### src/rtl/mem_bus_unit.sv
// Byte/halfword request to 8-bit SRAM beat sequencer.
// Fixed-latency reads are reassembled little-endian into a 16-bit response.
module mem_bus_unit #(
  parameter int ADDR_W = 16,
  parameter int RD_LAT = 1
) (
  input  logic              clk,
  input  logic              rst_n,
  input  logic              req_valid,
  output logic              req_ready,
  input  logic              req_we,
  input  logic              req_half,
  input  logic [15:0]       req_addr,
  input  logic [15:0]       req_wdata,
  output logic              rsp_valid,
  output logic [15:0]       rsp_rdata,
  output logic              sram_en,
  output logic              sram_we,
  output logic [ADDR_W-1:0] sram_addr,
  output logic [7:0]        sram_wdata,
  input  logic [7:0]        sram_rdata
);

  typedef enum logic [2:0] {
    IDLE, BEAT0, BEAT1, WAIT, RESP
  } state_t;

  localparam logic [1:0] CNT_INIT = 2'(RD_LAT - 1);

  state_t            state_q;
  logic              we_q;
  logic              half_q;
  logic [7:0]        whi_q;
  logic [7:0]        lo_q;
  logic [1:0]        cnt_q;
  logic              rsp_valid_q;
  logic [15:0]       rsp_rdata_q;
  logic              sram_en_q;
  logic              sram_we_q;
  logic [ADDR_W-1:0] sram_addr_q;
  logic [7:0]        sram_wdata_q;
  logic [ADDR_W-1:0] base;

  // Halfword accesses are aligned down to an even byte address.
  assign base = {req_addr[ADDR_W-1:1], req_addr[0] & ~req_half};

  assign req_ready  = (state_q == IDLE);
  assign rsp_valid  = rsp_valid_q;
  assign rsp_rdata  = rsp_rdata_q;
  assign sram_en    = sram_en_q;
  assign sram_we    = sram_we_q;
  assign sram_addr  = sram_addr_q;
  assign sram_wdata = sram_wdata_q;

  always_ff @(posedge clk or negedge rst_n) begin
    if (!rst_n) begin
      state_q      <= IDLE;
      we_q         <= 1'b0;
      half_q       <= 1'b0;
      whi_q        <= '0;
      lo_q         <= '0;
      cnt_q        <= '0;
      rsp_valid_q  <= 1'b0;
      rsp_rdata_q  <= '0;
      sram_en_q    <= 1'b0;
      sram_we_q    <= 1'b0;
      sram_addr_q  <= '0;
      sram_wdata_q <= '0;
    end else begin
      rsp_valid_q <= 1'b0;
      unique case (state_q)
        IDLE: begin
          if (req_valid) begin
            state_q      <= BEAT0;
            we_q         <= req_we;
            half_q       <= req_half;
            whi_q        <= req_wdata[15:8];
            sram_en_q    <= 1'b1;
            sram_we_q    <= req_we;
            sram_addr_q  <= base;
            sram_wdata_q <= req_wdata[7:0];
          end
        end
        BEAT0: begin
          if (half_q) begin
            state_q      <= BEAT1;
            sram_addr_q  <= {sram_addr_q[ADDR_W-1:1], 1'b1};
            sram_wdata_q <= whi_q;
          end else begin
            sram_en_q   <= 1'b0;
            sram_we_q   <= 1'b0;
            state_q     <= we_q ? RESP : WAIT;
            rsp_valid_q <= we_q;
            cnt_q       <= CNT_INIT;
          end
        end
        BEAT1: begin
          sram_en_q   <= 1'b0;
          sram_we_q   <= 1'b0;
          state_q     <= we_q ? RESP : WAIT;
          rsp_valid_q <= we_q;
          cnt_q       <= CNT_INIT;
          // Low byte lands during the second beat when latency is one.
          if (!we_q && RD_LAT == 1) lo_q <= sram_rdata;
        end
        WAIT: begin
          if (half_q && cnt_q == 2'd1) lo_q <= sram_rdata;
          if (cnt_q == 2'd0) begin
            state_q     <= RESP;
            rsp_valid_q <= 1'b1;
            rsp_rdata_q <= half_q ? {sram_rdata, lo_q}
                                  : {8'h00, sram_rdata};
          end else begin
            cnt_q <= cnt_q - 2'd1;
          end
        end
        RESP: state_q <= IDLE;
        default: state_q <= IDLE;
      endcase
    end
  end

endmodule

### config.mk
export PLATFORM = sky130hd
export DESIGN_NAME = mem_bus_unit
export DESIGN_NICKNAME = d
export VERILOG_FILES = /design/src/rtl/mem_bus_unit.sv
export SDC_FILE = /design/constraint.sdc
export NUM_CORES = 1
export LEC_CHECK = 0
export BUFFER_PORTS_ARGS = -buffer_cell sky130_fd_sc_hd__buf_2
export CORE_MARGIN = 3
export CORE_UTILIZATION = 46
export CTS_CLUSTER_SIZE = 28
export DETAILED_ROUTE_END_ITERATION = 6
export PLACE_DENSITY_LB_ADDON = 0.25
export REMOVE_ABC_BUFFERS = 1
export SKIP_CTS_REPAIR_TIMING = 1
export SLEW_MARGIN = 10
export SYNTH_ARGS = -nofsm -noshare
export SYNTH_HDL_FRONTEND = slang
export SYNTH_SLANG_ARGS = --single-unit
### constraint.sdc
create_clock -name clk -period 1.7 [get_ports clk]
set_input_delay 0.085 -clock clk [delete_from_list [all_inputs] [get_ports clk]]
set_output_delay 0.085 -clock clk [all_outputs]
set_load 0.005 [all_outputs]
==> results.txt, run 1 <==
----------------------------------------------------
[Floorplanning]
  I/O pins ... 89
  Die boundary height ... 85.01 µm
  Num rows ... 28
  Horizontal extent of the die ... 85.01 µm
  Starting density of the core ... 47.93%
  Core Area ... 5991 µm²
  Floorplan die area ... 7227 µm²

[Placed design]
  Post-detailed-placement half-perimeter wirelength ... 3837 µm
  Pre-CTS setup slack ... 0.01555 ns
  Count of buffers inserted at the top-level ports ... 88
  RD Place Congestion ... 0.7535
  Post-detailed-placement cell area ... 3448 µm²

[Setup path]
  Setup slack of the worst register-to-register path ... 0.10 ns
  Startpoint-to-endpoint class of the critical path ... reg -> reg
  Worst Setup Start Kind ... register
  Cell depth of the worst flop-to-flop path ... 5
  Critical Path End Type ... register
  Maximum fanout along the worst path ... 17
  CP Data Required Time ... 1.91 ns
  Cell with the biggest individual delay on the critical path ... dfrtp_1
  Worst EP arrival ... 1.81 ns
  Maximum cell stage delay along the critical path ... 0.49 ns
  R2r startpoint ... state_q[0]
  Sequence of cells on the critical path ... buf_4 > nor2_1 > o21ai_2 > buf_12 > mux2_2
  Crit Reg-Reg Endpoint ... lo_q[0]

[Synthesis]
  Post-Synthesis Cell Area ... 2872 µm²
  Post-synth ARST share ... 100.0%
  Top_reg_cell synth ... dfrtp_1
  Xor/xnor share of the synthesized area ... 0%
  Number of enable-type register cells in the synthesized netlist ... 0
  Mean cell area of the mapped netlist ... 12.99 µm²
  Share of synthesized area occupied by flip-flops and latches ... 57.52%
  Count of synthesis-stage warnings from yosys ... 0
  Post-synthesis adder-cell area fraction ... 0.8715%
  Flop and latch count out of synthesis ... 66
  Synthesized instance count ... 221
  Dominant combinational cell family by area after synthesis ... multiplexers
  Share of synthesized area spent on multiplexers ... 24.40%
  Compound-cell area share of the yosys netlist ... 6.275%
  Number of distinct library cells after synthesis ... 32
  Simple-Gate Fraction of Synth Area ... 7.712%

[Global route]
  Total routing usage reported by global routing ... 16.15%
  Vias in the first global route ... 1973
  Largest net degree at the start of global routing ... 67
  Global-route wire length before repair ... 9211 µm
  Antenna violations before repair ... 0
  Residual overflow from global routing ... 0

[Final layout]
  Layout cells sized above 1 ... 46.00%
  Count of inserted antenna diode cells ... 0
  Layout overhead on the synthesized area ... 35.95%
  Finished layout cell area ... 3904 µm²
  Number of filler instances in the final layout ... 468
  Total number of nets in the final design ... 392

[Drt]
  DRC errors left ... 0
  Routed wire per std cell ... 13.95 µm
  Iteration-0 DRC count of the detailed router ... 59
  Number of vias after detailed routing ... 2068
  Remaining number of nets flagged by the antenna check after routing ... 0
  Via count normalized by instance count ... 4.866
  Wire length reported by the detailed router ... 5930 µm
  Drt first pass iters ... 4

[Clocking]
  Worst skew pair latency ... 0.34 ns
  Number of clock sinks ... 66
  CTS Buffer Depth ... 2
  Number of buffers added by the clock tree synthesis step ... 9
  Clock input transition at the sequential cells of the worst setup and hold paths ... 0.07 ns
  CTS tree ... yes
  H-tree depth ... 3
  Root Buffer ... clkbuf_8

[Worst hold path]
  Hold crit path type ... in -> reg
  Min-Delay Startpoint ... req_half
  End point of the worst hold path ... half_q
  Hold Path Depth ... 2

[STA]
  Max Clk Rate ... 0.6267 GHz
  Min setup slack post-route ... 0.1043 ns
  Largest clock skew in the final design ... 0.01215 ns
  Number of max-slew violations in the final report ... 0
  Ratio of final minimum period to clock period ... 93.87%
  Setup_tns ... 0 ns
  Final Setup Violations ... 0
  Final-report hold violation count ... 0
  Min Tclk post-route ... 1.596 ns
  Actual slew at the worst max-slew pin ... 0.3798 ns
  Unrepaired setup endpoints after global routing ... false
  Worst slew margin ... 74.68%

[Job]
  Maximum Capacitance Violations ... 0

[Power and ir drop]
  Peak supply drop ... 0.9956 mV
  Power per cell area ... 1725 nW/µm²
  Static Leak ... 0.001908 µW

[Run status]
  Outcome ... finished clean

----------------------------------------------------
worst max path at each step:
stage               start        to  slack, ns  cells past startpoint
2_1_floorplan  state_q[0]    half_q      -0.72                      2
3_3_place_gp   state_q[0]  cnt_q[1]       0.15                      4
3_5_place_dp   state_q[0]  cnt_q[1]       0.02                      4
4_1_cts        state_q[0]  cnt_q[1]     -0.002                      4
5_1_grt        state_q[0]  cnt_q[1]      0.004                      4
6_report       state_q[0]   lo_q[0]       0.10                      5
synthesized netlist by cell type, types with 2 or more instances:
master,count,area (µm²)
dfrtp_1,66,1652
mux2_2,33,371.6
nand2_1,29,108.9
o21ai_0,18,90.09
mux2_4,10,150.1
mux2i_1,10,100.1
mux2_1,7,78.83
nor2_1,6,22.52
buf_2,5,25.02
clkbuf_1,5,18.77
inv_1,4,15.01
buf_6,3,33.78
a21oi_1,2,10.01
a311oi_1,2,17.52
and3_1,2,12.51
ha_1,2,25.02
nor3_1,2,10.01
worst max-delay path: cells and delay by family (launching register included):
kind            cells  cell delay (ns)
mux                 1             0.33
compound gates      1             0.16
simple gates        1             0.08
buf+inv             2             0.42
flops               1             0.49
final cells by class:
| type | instances | area (µm²) | area share (%) |
|---|---|---|---|
| Tap cell | 75 | 93.84 | 2.404 |
| Clock buffer | 10 | 137.6 | 3.526 |
| Inverter | 4 | 15.01 | 0.3846 |
| Clock inverter | 6 | 41.29 | 1.058 |
| Sequential cell | 66 | 1652 | 42.31 |
| Multi-Input combinational cell | 138 | 1134 | 29.04 |
| Timing Repair Buffer | 126 | 830.8 | 21.28 |
power by group:
group	leakage [µW]	internal (µW)	switching [µW]
logic	0.00102	1610	1160
clock network	0.0000847	568	599
registers	0.000800	2350	452
total	0.00191	4520	2210
cell usage in the layout (no fill, tap or decap), types with 2 or more instances in the layout:
cell type,count
mux2_2,33
and3_1,2
buf_12,3
clkinvlp_4,3
mux2_1,7
ha_1,2
nor3_1,2
clkinv_2,2
clkbuf_8,10
nand2_1,29
o21ai_0,18
nor2_1,6
mux2i_1,10
mux2_4,10
a21oi_1,2
dfrtp_1,66
buf_2,88
buf_4,8
a311oi_1,2
dlygate4sd3_1,27
inv_1,4
sequential cells by signal, indices dropped and copies added, names as in the netlist:
register,flops
we_q,1
sram_addr,16
sram_en,1
cnt_q,2
state_q,3
whi_q,8
rsp_rdata,16
sram_we,1
rsp_valid,1
lo_q,8
sram_wdata,8
half_q,1
per-layer routing:
layer  global-route usage (%)  part of all wire, %  routed length (µm)  up-vias
met5                        0                    0                   0        -
met4                    4.748                 0.79                  47        0
met3                    7.184                  8.2                 485        5
met2                    23.31                   45                2698       73
met1                    22.11                   46                2699      967
li1                         -                    -                   -     1023
cell families after synthesis:
family,count (synthesis)
buf+inv,17
compound gates,30
fa+ha+maj,2
mux,60
flops,66
simple gates,46
metrics by stage:
stage	hold slack (ns)	power, µW	cells	util (%)
finish	0.004688	6734	425	65.16
global route	0.004786	7276	425	65.16
CTS	-0.2459	6769	398	60.55
detailed placement	0.1287	5570	382	57.56
global placement	0.1345	5488	382	57.56
floorplan	-0.2106	4430	208	-
Note: power is estimated with default switching activity, not from simulation.
==> run 2, diff against run 1 <==
--- a/config.mk
+++ b/config.mk
@@ -13,4 +13,5 @@
 export PLACE_DENSITY_LB_ADDON = 0.25
 export REMOVE_ABC_BUFFERS = 1
+export SETUP_SLACK_MARGIN = 0.5
 export SKIP_CTS_REPAIR_TIMING = 1
 export SLEW_MARGIN = 10
==> constraint.sdc (replaced) <==
create_clock -name clk -period 1.7 [get_ports clk]
set_input_delay 0.34 -clock clk [delete_from_list [all_inputs] [get_ports clk]]
set_output_delay 0.34 -clock clk [all_outputs]
set_load 0.005 [all_outputs]
==> run 2 against run 1 <==
Clock skew decreased by 0.0051 ns. Critical path depth decreased by 2. Register-to-register slack improved by 0.06 ns. Sequential power increased by 4%. Utilization increased by 7.5 points. Non-clock buffer count increased by 12. Worst hold slack improved by 0.014 ns. Cell count increased by 2.4%. Flip-flop and latch count unchanged.
==> results.txt, run 2 (synthesis results as in run 1) <==
----------------------------------------------------
[Drt]
  Remaining number of nets flagged by the antenna check after routing ... 0 (unchanged)
  Wire length reported by the detailed router ... 7019 µm (+18%)
  Drt first pass iters ... 4 (unchanged)
  Routed wire per std cell ... 16.14 µm (+16%)
  Via count normalized by instance count ... 5.071 (+4.2%)
  DRC errors left ... 0 (unchanged)
  Number of vias after detailed routing ... 2206 (+6.7%)
  Iteration-0 DRC count of the detailed router ... 80 (+36%)

[STA]
  Max Clk Rate ... 0.6248 GHz (-0.30%)
  Min Tclk post-route ... 1.601 ns (+0.004774 ns)
  Number of max-slew violations in the final report ... 0 (unchanged)
  Final-report hold violation count ... 0 (unchanged)
  Unrepaired setup endpoints after global routing ... true
  Worst slew margin ... 76.65% (+2.0 points)
  Largest clock skew in the final design ... 0.007031 ns (-0.005121 ns)
  Ratio of final minimum period to clock period ... 94.15% (+0.28 points)
  Final Setup Violations ... 0 (unchanged)
  Actual slew at the worst max-slew pin ... 0.3503 ns (-0.02955 ns)
  Min setup slack post-route ... 0.09948 ns (-0.004774 ns)

[Clocking]
  Clock input transition at the sequential cells of the worst setup and hold paths ... 0.06 ns (about the same)
  Number of buffers added by the clock tree synthesis step ... 9 (unchanged)
  H-tree depth ... 3 (unchanged)
  CTS Buffer Depth ... 2 (unchanged)
  Root Buffer ... clkbuf_8
  CTS tree ... yes
  Number of clock sinks ... 66 (unchanged)
  Worst skew pair latency ... 0.33 ns (about the same)

[Floorplanning]
  Die boundary height ... 85.01 µm (unchanged)
  Core Area ... 5991 µm² (unchanged)
  I/O pins ... 89 (unchanged)
  Horizontal extent of the die ... 85.01 µm (unchanged)
  Starting density of the core ... 47.93% (unchanged)
  Num rows ... 28 (unchanged)
  Floorplan die area ... 7227 µm² (unchanged)

[Final layout]
  Layout overhead on the synthesized area ... 51.59%
  Finished layout cell area ... 4353 µm² (+12%)
  Most common cell after layout, fill and taps aside ... buf_2
  Total number of nets in the final design ... 404 (+3.1%)
  Final standard cell count with taps included and fillers excluded ... 435 (+2.4%)
  Number of filler instances in the final layout ... 391 (-16%)
  Commonest cells after routing, fill and taps aside ... buf_2, dfrtp_1, buf_4
  Count of inserted antenna diode cells ... 0 (unchanged)
  Layout cells sized above 1 ... 68.06% (+22 points)

[Global route]
  Total routing usage reported by global routing ... 16.31% (+0.16 points)
  Residual overflow from global routing ... 0 (unchanged)
  Largest net degree at the start of global routing ... 67 (unchanged)
  Vias in the first global route ... 2010 (+1.9%)
  Global-route wire length before repair ... 9315 µm (+1.1%)
  Antenna violations before repair ... 0 (unchanged)

[Placed design]
  RD Place Congestion ... 0.7594 (+0.78%)
  Count of buffers inserted at the top-level ports ... 88 (unchanged)
  Pre-CTS setup slack ... 0.08209 ns (+0.06654 ns)
  Post-detailed-placement half-perimeter wirelength ... 3957 µm (+3.1%)
  Count of placed standard cells including taps ... 382 (unchanged)
  Post-detailed-placement cell area ... 3448 µm² (unchanged)

[Power and ir drop]
  Static Leak ... 0.002169 µW (+14%)
  Power per cell area ... 1907 nW/µm² (+11%)
  Peak supply drop ... 1.109 mV (+11%)

[Job]
  Maximum Capacitance Violations ... 0 (unchanged)

[Setup path]
  Maximum fanout along the worst path ... 7 (-10)
  CP Data Required Time ... 1.36 ns (-0.55 ns)
  Worst EP arrival ... 1.26 ns (-0.55 ns)
  Startpoint-to-endpoint class of the critical path ... reg -> out
  Worst Setup Start Kind ... register
  Critical Path End Type ... output pin

[Worst hold path]
  Hold crit path type ... in -> async

[Run status]
  Outcome ... finished clean

----------------------------------------------------
## run 2: cell count changes in the layout (fill, tap and decap cells not counted), moves of 6 or more
cell	delta
mux2_4	+17
mux2_1	-7
o21ai_0	-17
dlygate4sd3_1	-27
buf_6	+7
o21ai_1	+9
mux2_2	-10
nand2_2	+8
clkbuf_16	+6
buf_4	+20
nand2_1	-17
o21ai_2	+8
nand2_4	+9
## run 2: metal layers
layer,track usage [%],share of wire (%),up-vias
met3,5.534,7.4,14
met1,21.37,44,1068
met5,0,0,-
li1,-,-,1046
met2,24.58,47,78
met4,7.338,1.8,0
## run 2: critical path, cell delays in order, from the launching register on
cell	delay [ns]
dfrtp_2	0.49
buf_12	0.17
nor3_2	0.14
buf_2	0.14
## run 2: power breakdown
| part | internal [µW] | leakage, µW | switching (µW) |
|---|---|---|---|
| Combinational | 2660 | 0.00129 | 1660 |
| Clock | 548 | 0.0000810 | 541 |
| Sequential | 2360 | 0.000796 | 542 |
## run 2: final timing paths
check	start	endpoint	slack, ns	depth (start not counted)
setup / recovery	state_q[0]	req_ready	0.1	3
hold reg to reg	rsp_rdata[8]	rsp_rdata[8]	0.50	2
min in group clk	req_addr[11]	sram_addr[11]	0.24	2
setup reg to reg	state_q[0]	sram_addr[7]	0.16	4
max in group asynchronous	rst_n	state_q[2]	1.40	2
hold / removal	rst_n	rsp_rdata[14]	0.02	2
## run 2: area by class of cell
cell class / count / area, µm² / share of cell area, %
Sequential cell: 66 / 1655 / 38.03
Multi-Input combinational cell: 138 / 1390 / 31.93
Timing Repair Buffer: 138 / 1040 / 23.89
Clock buffer: 11 / 141.4 / 3.248
Tap cell: 75 / 93.84 / 2.156
Clock inverter: 3 / 17.52 / 0.4024
Inverter: 4 / 15.01 / 0.3449
## run 2: through the flow
stage          hold slack, ns  total power (µW)  util [%]  TNS (ns)
6_report              0.01870              8301     72.66         0
5_1_grt               0.03723              8822     72.66         0
4_1_cts               0.02645              6705     60.21         0
3_5_place_dp           0.3843              5592     57.56         0
3_3_place_gp           0.3904              5490     57.56         0
2_1_floorplan         0.04441              4430         -    -23.80
==> run 3, diff against run 2 <==
Settings changed: SETUP_SLACK_MARGIN 0.5 to unset.
==> run 3 against run 2 <==
Cell count down 9.0%. Utilization down 12 points. Via count down 11%. Critical path depth unchanged. Non-clock buffer count down 39. Clock-buffer cell count unchanged. Design area down 17%. Setup slack worse by 0.024 ns. Sequential share of layout area up 7.7 points. Largest cell class unchanged.
==> results.txt, run 3 (synthesis results as in run 1) <==
----------------------------------------------------
[STA]
  Min Tclk post-route ... 1.625 ns (+0.02415 ns)
  Ratio of final minimum period to clock period ... 95.57% (+1.4 points)
  Final-report hold violation count ... 0 (unchanged)
  Actual slew at the worst max-slew pin ... 0.3726 ns (+0.02235 ns)
  Min setup slack post-route ... 0.07533 ns (-0.02415 ns)
  Number of max-slew violations in the final report ... 0 (unchanged)
  Largest clock skew in the final design ... 0.008154 ns (+0.001123 ns)
  Max Clk Rate ... 0.6155 GHz (-1.5%)
  Worst hold-check slack ... 0.02563 ns (+0.006931 ns)
  Unrepaired setup endpoints after global routing ... false
  Final Setup Violations ... 0 (unchanged)
  Worst slew margin ... 75.16% (-1.5 points)

[Clocking]
  H-tree depth ... 3 (unchanged)
  Worst skew pair latency ... 0.33 ns (about the same)
  Number of buffers added by the clock tree synthesis step ... 9 (unchanged)
  CTS Buffer Depth ... 2 (unchanged)
  CTS tree ... yes
  Root Buffer ... clkbuf_8
  Clock input transition at the sequential cells of the worst setup and hold paths ... 0.06 ns (about the same)
  Number of clock sinks ... 66 (unchanged)

[Placed design]
  Count of placed standard cells including taps ... 382 (unchanged)
  Pre-CTS setup slack ... 0.08209 ns (unchanged)
  Count of buffers inserted at the top-level ports ... 88 (unchanged)
  Post-detailed-placement cell area ... 3448 µm² (unchanged)
  Post-detailed-placement half-perimeter wirelength ... 3957 µm (unchanged)
  RD Place Congestion ... 0.7594 (unchanged)

[Final layout]
  Final standard cell count with taps included and fillers excluded ... 396 (-9.0%)
  Layout overhead on the synthesized area ... 25.93%
  Layout cells sized above 1 ... 49.84% (-18 points)
  Finished layout cell area ... 3616 µm² (-17%)
  Sequential cell area ... 1654 µm² (about the same)
  Count of inserted antenna diode cells ... 0 (unchanged)
  Commonest cells after routing, fill and taps aside ... buf_2, dfrtp_1, mux2_2
  Area of the multi-input gates ... 1134 µm² (-18%)
  Most common cell after layout, fill and taps aside ... buf_2
  Total number of nets in the final design ... 365 (-9.7%)
  Number of filler instances in the final layout ... 512 (+31%)

[Drt]
  Via count normalized by instance count ... 4.970 (-2.0%)
  DRC errors left ... 0 (unchanged)
  Number of vias after detailed routing ... 1968 (-11%)
  Iteration-0 DRC count of the detailed router ... 78 (-2.5%)
  Wire length reported by the detailed router ... 5537 µm (-21%)
  Remaining number of nets flagged by the antenna check after routing ... 0 (unchanged)
  Routed wire per std cell ... 13.98 µm (-13%)
  Drt first pass iters ... 4 (unchanged)

[Run status]
  Outcome ... finished clean

[Global route]
  Largest net degree at the start of global routing ... 67 (unchanged)
  Global-route wire length before repair ... 9315 µm (unchanged)
  Vias in the first global route ... 2010 (unchanged)
  Residual overflow from global routing ... 0 (unchanged)
  Antenna violations before repair ... 0 (unchanged)
  Total routing usage reported by global routing ... 16.31% (unchanged)

[Floorplanning]
  Core Area ... 5991 µm² (unchanged)
  Die boundary height ... 85.01 µm (unchanged)
  Num rows ... 28 (unchanged)
  Horizontal extent of the die ... 85.01 µm (unchanged)
  Starting density of the core ... 47.93% (unchanged)
  Floorplan die area ... 7227 µm² (unchanged)
  I/O pins ... 89 (unchanged)

[Power and ir drop]
  Static Leak ... 0.001789 µW (-18%)
  Power per cell area ... 1829 nW/µm² (-4.1%)
  Peak supply drop ... 1.077 mV (-2.9%)
  Total power consumption of the routed design ... 6613 µW (-20%)

[Setup path]
  Cell with the biggest individual delay on the critical path ... dfrtp_2
  Maximum fanout along the worst path ... 17 (+10)
  Worst EP arrival ... 1.28 ns (+0.02 ns)
  Sequence of cells on the critical path ... buf_4 > nor3_1 > buf_2
  Startpoint-to-endpoint class of the critical path ... reg -> out
  Critical Path End Type ... output pin
  Maximum cell stage delay along the critical path ... 0.45 ns (-0.04 ns)
  Worst Setup Start Kind ... register
  CP Data Required Time ... 1.36 ns (about the same)

[Job]
  Maximum Capacitance Violations ... 0 (unchanged)

[Worst hold path]
  Hold crit path type ... in -> async

----------------------------------------------------
[run 3: per-layer routing]
metal  track usage (%)  share of wire (%)  up-vias
met5                 0                  0        -
met4             7.338                1.2        0
met3             5.534                8.4        6
met2             24.58                 44       71
met1             21.37                 46      924
li1                  -                  -      967
[run 3: critical path, delay by kind of cell (launching register included)]
family,cells,cell delay (ns)
DFF,1,0.45
buffers and inverters,2,0.34
and+or+nand+nor,1,0.16
[run 3: area by class of cell]
type	count	area share, %
inverters	4	0.4152
repair buffers	99	15.50
multi-input cells	138	31.35
clock inverters	3	0.4844
flip-flops and latches	66	45.74
well taps	75	2.595
clock buffers	11	3.910
[run 3: power breakdown]
group | internal, µW | total [µW] | switching [µW]
registers | 2350 | 2800 | 445
logic | 1570 | 2740 | 1170
clock network | 548 | 1070 | 527
total | 4470 | 6610 | 2150
[run 3: through the flow]
step | utilization (%) | TNS, ns
2_1_floorplan | - | -23.80
3_3_place_gp | 57.56 | 0
3_5_place_dp | 57.56 | 0
4_1_cts | 60.21 | 0
5_1_grt | 60.36 | 0
6_report | 60.36 | 0
[run 3: path summary, 6_finish.rpt]
check,from,endpoint,slack [ns],cells past startpoint
min reg2reg,rsp_rdata[9],rsp_rdata[9],0.47,2
max reg2reg,state_q[2],sram_addr[3],0.14,3
max in group asynchronous,rst_n,state_q[2],1.39,2
max,state_q[0],req_ready,0.08,3
min in group clk,req_wdata[11],whi_q[3],0.23,2
min,rst_n,rsp_rdata[14],0.03,2
